===== src/rtl/param_regfile_pkg.sv =====
// Shared types and defaults for the parametrised register file.
// Build option: PARAM_REGFILE_BYPASS_EN selects write-first reads.
package param_regfile_pkg;

  typedef enum logic {
    ST_INIT,
    ST_READY
  } state_t;

  localparam int DEF_DATA_W = 8;
  localparam int DEF_DEPTH  = 16;
  localparam int DEF_ADDR_W = 4;
  localparam int DEF_NUM_RD = 2;

  // Callers resize the result to DATA_W (truncate or zero-extend).
  function automatic logic [31:0] init_pat(
    input logic [31:0] idx
  );
    return idx;
  endfunction

endpackage


===== src/rtl/regfile_init_seq.sv =====
// INIT/READY sequencer for param_regfile.
// Writes the index pattern one entry per cycle after each reset.
module regfile_init_seq
  import param_regfile_pkg::*;
#(
  parameter int DATA_W = DEF_DATA_W,
  parameter int DEPTH  = DEF_DEPTH,
  parameter int ADDR_W = DEF_ADDR_W
) (
  input  logic              i_sys_clk,
  input  logic              i_rst_n,
  output logic              init_we,
  output logic [ADDR_W-1:0] init_addr,
  output logic [DATA_W-1:0] init_data,
  output logic              init_done
);

  localparam logic [ADDR_W-1:0] LAST =
    ADDR_W'(DEPTH - 1);

  state_t            state_q;
  state_t            state_d;
  logic [ADDR_W-1:0] cnt_q;
  logic [ADDR_W-1:0] cnt_d;

  always_ff @(posedge i_sys_clk) begin
    if (!i_rst_n) begin
      state_q <= ST_INIT;
      cnt_q   <= '0;
    end else begin
      state_q <= state_d;
      cnt_q   <= cnt_d;
    end
  end

  always_comb begin
    state_d = state_q;
    cnt_d   = cnt_q;
    init_we = 1'b0;
    case (state_q)
      ST_INIT: begin
        init_we = i_rst_n;
        if (cnt_q == LAST)
          state_d = ST_READY;
        else
          cnt_d = cnt_q + ADDR_W'(1);
      end
      ST_READY: ;
      default: state_d = ST_INIT;
    endcase
  end

  assign init_addr = cnt_q;
  assign init_data = DATA_W'(init_pat(32'(cnt_q)));
  assign init_done = (state_q == ST_READY);

endmodule


===== src/rtl/param_regfile.sv =====
// Multi-read-port register file with power-on index initialiser.
// Build option: PARAM_REGFILE_BYPASS_EN selects write-first reads.
module param_regfile
  import param_regfile_pkg::*;
#(
  parameter int DATA_W = DEF_DATA_W,
  parameter int DEPTH  = DEF_DEPTH,
  parameter int ADDR_W = DEF_ADDR_W,
  parameter int NUM_RD = DEF_NUM_RD
) (
  input  logic                     i_sys_clk,
  input  logic                     i_rst_n,
  input  logic                     i_wr,
  input  logic [ADDR_W-1:0]        i_wr_addr,
  input  logic [DATA_W-1:0]        i_wr_data,
  input  logic [NUM_RD-1:0]        i_rd,
  input  logic [NUM_RD*ADDR_W-1:0] i_rd_addr,
  output logic [NUM_RD*DATA_W-1:0] o_rd_data,
  output logic [NUM_RD-1:0]        o_rd_vld,
  output logic                     o_init_done
);

  localparam logic [ADDR_W:0] DEPTH_L =
    (ADDR_W + 1)'(DEPTH);

`ifdef PARAM_REGFILE_BYPASS_EN
  localparam bit BYPASS = 1'b1;
`else
  localparam bit BYPASS = 1'b0;
`endif

  logic [DATA_W-1:0] mem [DEPTH];

  logic              init_we;
  logic [ADDR_W-1:0] init_addr;
  logic [DATA_W-1:0] init_data;
  logic              ready;
  logic              wr_ok;

  regfile_init_seq #(
    .DATA_W (DATA_W),
    .DEPTH  (DEPTH),
    .ADDR_W (ADDR_W)
  ) u_init_seq (
    .i_sys_clk (i_sys_clk),
    .i_rst_n   (i_rst_n),
    .init_we   (init_we),
    .init_addr (init_addr),
    .init_data (init_data),
    .init_done (ready)
  );

  assign wr_ok = i_rst_n && ready && i_wr &&
                 ({1'b0, i_wr_addr} < DEPTH_L);

  // Init path owns the array until READY.
  always_ff @(posedge i_sys_clk) begin
    if (init_we)
      mem[init_addr] <= init_data;
    else if (wr_ok)
      mem[i_wr_addr] <= i_wr_data;
  end

  for (genvar p = 0; p < NUM_RD; p++) begin : g_rd
    logic [ADDR_W-1:0] addr;
    logic              in_rng;
    logic              hit;
    logic [DATA_W-1:0] rd_val;
    logic [DATA_W-1:0] data_q;
    logic              vld_q;

    assign addr   = i_rd_addr[p*ADDR_W +: ADDR_W];
    assign in_rng = ({1'b0, addr} < DEPTH_L);
    assign hit    = BYPASS && wr_ok &&
                    (i_wr_addr == addr);
    assign rd_val = !in_rng ? '0 :
                    hit     ? i_wr_data :
                              mem[addr];

    always_ff @(posedge i_sys_clk) begin
      if (!i_rst_n) begin
        data_q <= '0;
        vld_q  <= 1'b0;
      end else begin
        vld_q <= ready & i_rd[p];
        if (ready && i_rd[p])
          data_q <= rd_val;
      end
    end

    assign o_rd_data[p*DATA_W +: DATA_W] = data_q;
    assign o_rd_vld[p]                   = vld_q;
  end

  assign o_init_done = ready;

endmodule


===== config.mk =====
export PLATFORM = sky130hd
export DESIGN_NAME = param_regfile
export DESIGN_NICKNAME = d
export VERILOG_FILES = /design/src/rtl/param_regfile_pkg.sv /design/src/rtl/regfile_init_seq.sv /design/src/rtl/param_regfile.sv
export SDC_FILE = /design/constraint.sdc
export NUM_CORES = 1
export LEC_CHECK = 0
export CAP_MARGIN = 20
export CORE_UTILIZATION = 54
export DETAILED_ROUTE_END_ITERATION = 7
export GPL_ROUTABILITY_DRIVEN = 0
export PLACE_DENSITY = 0.77
export SLEW_MARGIN = 20
export SYNTH_ARGS = -nofsm -noshare
export SYNTH_HDL_FRONTEND = slang
export SYNTH_SLANG_ARGS = --single-unit

===== constraint.sdc =====
create_clock -name i_sys_clk -period 1.83 [get_ports i_sys_clk]
set_input_delay 0.366 -clock i_sys_clk [delete_from_list [all_inputs] [get_ports i_sys_clk]]
set_output_delay 0.366 -clock i_sys_clk [all_outputs]
set_load 0.005 [all_outputs]

**Word-level counts from Yosys, hierarchy flattened**

Memories as Yosys holds them, arrays and structs flattened. A register that Yosys moved wholly into a read port is not among the register bits.
Cells that the tools add are included.

- Reduce and logical (&&, ||, !) cells: 8
- Muxes and demuxes: 11
- Bitwise logic cells: 4
- Eq/ne operators: 1
- Add/subtract/negate cells: 1

Operators by type and width:

| operator | count |
|---|---|
| 2-to-1 mux 1 bit | 9 |
| 2-to-1 mux 8 bit | 1 |
| OR reduction 8 bit | 1 |
| adder 4 x 1 -> 4 bit, second input constant | 1 |
| == test 4 bit, second input constant | 1 |
| logical AND 1 bit | 4 |
| 2-to-1 mux 4 bit | 1 |
| AND 1 bit | 2 |
| zero test 1 bit | 2 |
| inverter 1 bit | 2 |
| AND reduction 2 bit | 1 |

- Register bits: 7
- Word-level logic and storage cells: 30
- Output and inout bits: 19
- Memories kept: 1
- Bits in writable memories: 128

Memory list:

| memory | words | bits a word | read ports | clocked after memory_dff | write ports | line | text |
|---|---|---|---|---|---|---|---|
| mem | 16 | 8 | 2 | 2 | 1 | param_regfile.sv:32 | `logic [DATA_W-1:0] mem [DEPTH];` |

**Longest topological paths before layout**

- Depth after elaboration: 7
- Mapped depth: 8
- Mapped depth without buffers: 5

**Hierarchy**

Synthesis repeated with hierarchy kept, for this count alone.

- Cell total of the unflattened synthesis: 418
- Area, all modules: 7104.3 sq um

Modules (own cells, without submodules):

| module | times used | sequential area each (sq um) | cells each | area an instance (sq um) |
|---|---|---|---|---|
| param_regfile | 1 | 4204.0 | 387 | 6811.5 |
| regfile_init_seq | 1 | 100.1 | 31 | 292.8 |

**Worst setup path before layout**

No wires, ideal clock.

- Path type: register to register
- From: register u_init_seq.state_q, in the netlist u_init_seq.init_done
- To: memory mem[10][0] (netlist bit), enable pin
- Arrival time: 1.505 ns
- Setup slack: -0.045 ns
- Setup time: 0.370 ns
- Cell stages (with the launch flop): 6
- Cells stage by stage: dfxtp_1 > and3_1 > clkbuf_1 > mux2i_1 > nand3_1 > nor2_1

- Longest elaborated chain between the ends: 7
- Elaborated cells on any way between the ends: 11
- Those cells by class: mux: 8; reduce/logical: 3

RTL lines:

| element | line | text |
|---|---|---|
| from (decl) | regfile_init_seq.sv:21 | `state_t state_q;` |
| from (signal assigned) | regfile_init_seq.sv:31 | `state_q <= state_d;` |
| logical AND 1 bit (2 in series) | param_regfile.sv:53 | `assign wr_ok = i_rst_n && ready && i_wr &&` |
| 2-to-1 mux 1 bit | param_regfile.sv:60 | `else if (wr_ok)` |
| 2-to-1 mux 1 bit | param_regfile.sv:58 | `if (init_we)` |
| 2-to-1 mux 1 bit (not written as such) | param_regfile.sv:61 | `mem[i_wr_addr] <= i_wr_data;` |
| OR reduction 8 bit (no source line) | - |  |
| 2-to-1 mux 4 bit (no source line) / 2-to-1 mux 1 bit (equally long branches) | - |  |
| to (decl) | param_regfile.sv:32 |  |

Several ways; a longest one is shown, not always the timed one.

**Worst setup path after layout**

- From: input port i_wr
- To: memory mem[12][1] (netlist bit), enable pin

- Longest elaborated chain between the ends: 6
- Elaborated cells on any way between the ends: 7
- Those cells by class: mux: 5; reduce/logical: 2

RTL lines:

| element | line | text |
|---|---|---|
| from (decl) | param_regfile.sv:13 | `input logic i_wr,` |
| logical AND 1 bit * | param_regfile.sv:53 |  |
| 2-to-1 mux 1 bit * | param_regfile.sv:60 |  |
| 2-to-1 mux 1 bit * | param_regfile.sv:58 |  |
| 2-to-1 mux 1 bit (not written as such) * | param_regfile.sv:61 |  |
| OR reduction 8 bit (no source line) | - |  |
| 2-to-1 mux 4 bit (no source line) / 2-to-1 mux 1 bit (equally long branches) | - |  |

Every way passes the cells marked *; elsewhere a longest branch is shown, timed or not.

==> key figures <==
Logic synthesis
  • Post-synthesis simple-gate area fraction: around 5.4%
  • Post-Syn Area per Cell: ~17 µm²
  • Net count after synthesis: 445
  • Mux cell area share after synthesis: between 20% and 30%
  • Largest family of logic cells by synthesized area: multiplexers
  • Post-synth ARST share: 0%
  • Compound-Gate Fraction of Synth Area: 5.03%
  • Unique cell type count in the Yosys netlist: 39
  • Seq/Total Area, Yosys: 61.0%
  • Syn Inst Count: 419
  • Largest cells by area after synthesis: edfxtp_1 (54%), mux4_2 (11%), dfxtp_1 (6.5%), mux4_1 (4.5%), mux2i_1 (4.3%)
  • Synth Area in Adders: 0.177%
  • Largest area contributor in the netlist: edfxtp_1
  • Syn. warnings: 0
  • Top FF cell, synth: edfxtp_1
  • Synth cell count leaders: edfxtp_1 (128), mux4_2 (34), mux2i_1 (30)
  • Synthesized cell area: ~7100 µm²
  • EDFF count, synth: 128
  • Area share of the largest cell type after synthesis: a little over half
  • Count leader, synth: edfxtp_1
  • #FFs+latches synth: 151
  • Post-Synth XOR/XNOR Area: 0.248%

Cells and area
  • Share of cells above drive strength 1: 30.5%
  • Cell area after layout: 8640 µm²
  • N_diodes: 0
  • Fin nets: 544
  • Area growth from synthesis to layout: 22.4%

Detailed routing
  • 1st-iter DRT viols: 551
  • Final ANT Viol Nets: 0
  • Via count: 4406
  • Vias per inst: 6.27
  • DRT Pass-1 Iters: 5
  • # DRC: 0
  • DR WL/cell: about 25 µm
  • Routed wire length: 17200 µm

Clock tree
  • H-Tree Depth: 4
  • Worst-Skew Late Latency: 430 ps
  • Root buffer cell: clkbuf_16
  • Cts bufs inserted: 17
  • Reg clk slew, reported paths: 60 ps
  • Setup Buffers After CTS: 0
  • Max clock buf depth: 2
  • CTS tree: yes
  • Sink Count: about 150
  • Hold Buf Count CTS: 0

STA
  • Final worst path period share: 98.2%
  • Measured slew at the worst slew-check pin: ~590 ps
  • Unrepaired setup endpoints after global routing: false
  • Final worst slack: 33.4 ps
  • Final setup vio count: 0
  • Slew HR: 60.4%
  • Final min period: roughly 1800 ps
  • Final hold viol count: 0
  • Max Freq: 557 MHz
  • Layout Skew: 7.53 ps
  • Fin. max-slew vios: 0

Placement
  • Detailed placement HPWL: 12000 µm
  • I/O Buffers: 43
  • Pre-CTS setup slack: -396 ps
  • Placed Area: 8100 µm²

Critical path
  • Worst Setup Start Kind: primary input
  • WP data required: 1950 ps
  • R2R Path Start: u_init_seq.init_done
  • R2R Setup Slk: approximately 120 ps
  • R2r worst-path depth: 5
  • R2r endpoint: mem[12][1]
  • CP arrival: 1920 ps
  • Worst setup EP type: flop
  • Maximum fanout along the worst path: 8
  • CP Class: primary input to flop

Die
  • Ports: 44
  • Die W: 116 µm
  • Die height: 116 µm
  • Core area: 12700 µm²
  • Starting Density: 55.7%
  • Die area: between 10000 and 15000 µm²
  • Row count: 41

Pwr
  • VDD IR-drop max: around 0.00064 V
  • Leak: 3.18 nW
  • PwrDens: 861 nW/µm²

Global route
  • Total track usage: 28.1%
  • Global-route wire length before repair: around 26000 µm
  • Vias in the first global route: 4467
  • Largest net degree at the start of global routing: 17
  • Initial antenna violation count: 0
  • Congestion Overflow GR: 0

Hold path
  • Hold path cells: 2
  • Worst Hold End: g_rd[1].data_q[6]
  • Hold path startpoint: g_rd[1].data_q[6]
  • Min-delay worst type: flop to flop

Flow run
  • Max-Cap Viols: 0

Outcome
  • Status: finished, final reports clean
-- timing repair --
item / 4_1_cts / 5_1_grt
resized for setup: 1 / 8
cloned: 0 / 0
setup endpoints to repair: 1 / 148
pin swaps: 0 / 0
-- layer usage --
metal  vias to the layer above  GRT usage, %  share of wire [%]
li1                       1907             -                  -
met1                      2188          35.4                 37
met2                       272          45.1                 49
met3                        39          8.41                 10
met4                         0          13.0                3.2
met5                         -             0                  0
-- cells by family after synthesis --
family                     count (synthesis)
DFF                                      151
muxes                                     99
and+or+nand+nor                           77
AOI/OAI and AO/OA                         54
buffers and inverters                     35
xor gates and xnor gates                   2
adders and majority gates                  1
-- registers in the layout, summed over array words and instances (netlist names) --
signal                count
g_rd.vld_q                2
mem                     128
g_rd.data_q              16
u_init_seq.init_addr      4
u_init_seq.init_done      1
-- stage by stage --
step                      cells  power [mW]  TNS (ps)  util [%]  hold slack, ps
final                       703        7.44         0      68.2             459
after global routing        703        7.64         0      68.2             496
after CTS                   703        7.46         0      68.0             464
after detailed placement    671        4.44    -57880      63.9             450
after global placement      671        4.43    -47800      63.9             437
after floorplan             419        4.20     -3080         -             450
-- layout make-up --
class | count | area, µm²
multi-input combinational | 233 | 2530
sequential | 151 | 4310
tap | 172 | 215
fill | 814 | 4030
clock inverter | 12 | 80.1
inverter | 4 | 15.0
timing repair buffer | 111 | 1060
clock buffer | 20 | 437
-- critical path: stages --
cell and delay, ps:
clkdlybuf4s50_1 470, and3_1 240, mux2i_2 160, nand3b_1 290, nor2_1 150, buf_4 220
-- worst max-delay path by stage --
stage / startpoint / end / slack [ps] / cells past startpoint
finish: i_wr / mem[12][1] / 30 / 6
global route: i_wr / mem[9][3] / 2 / 6
CTS: u_init_seq.init_done / o_init_done / 10 / 1
detailed placement: i_rd_addr[3] / g_rd[0].data_q[2] / -400 / 7
global placement: i_rd_addr[7] / g_rd[1].data_q[1] / -320 / 6
floorplan: u_init_seq.init_done / mem[10][0] / -50 / 5
-- layout by cell type, fill, tap and decap left out, types with 12 or more instances in the layout --
| cell type | n |
|---|---|
| edfxtp_1 | 128 |
| buf_4 | 58 |
| clkdlybuf4s50_1 | 40 |
| mux4_2 | 34 |
| mux2i_1 | 29 |
| dfxtp_1 | 22 |
| nand2_1 | 21 |
| nor2_1 | 18 |
| clkbuf_16 | 17 |
| mux2_2 | 16 |
| a22oi_1 | 14 |
| mux4_1 | 12 |
-- report_power, final --
group	internal (mW)	total (mW)	switching [mW]	leakage (nW)
registers	3.76	3.78	0.0257	1.47
logic	0.321	0.606	0.285	1.46
clock network	1.72	3.05	1.33	0.245
Note: power is estimated with default switching activity, not from simulation.
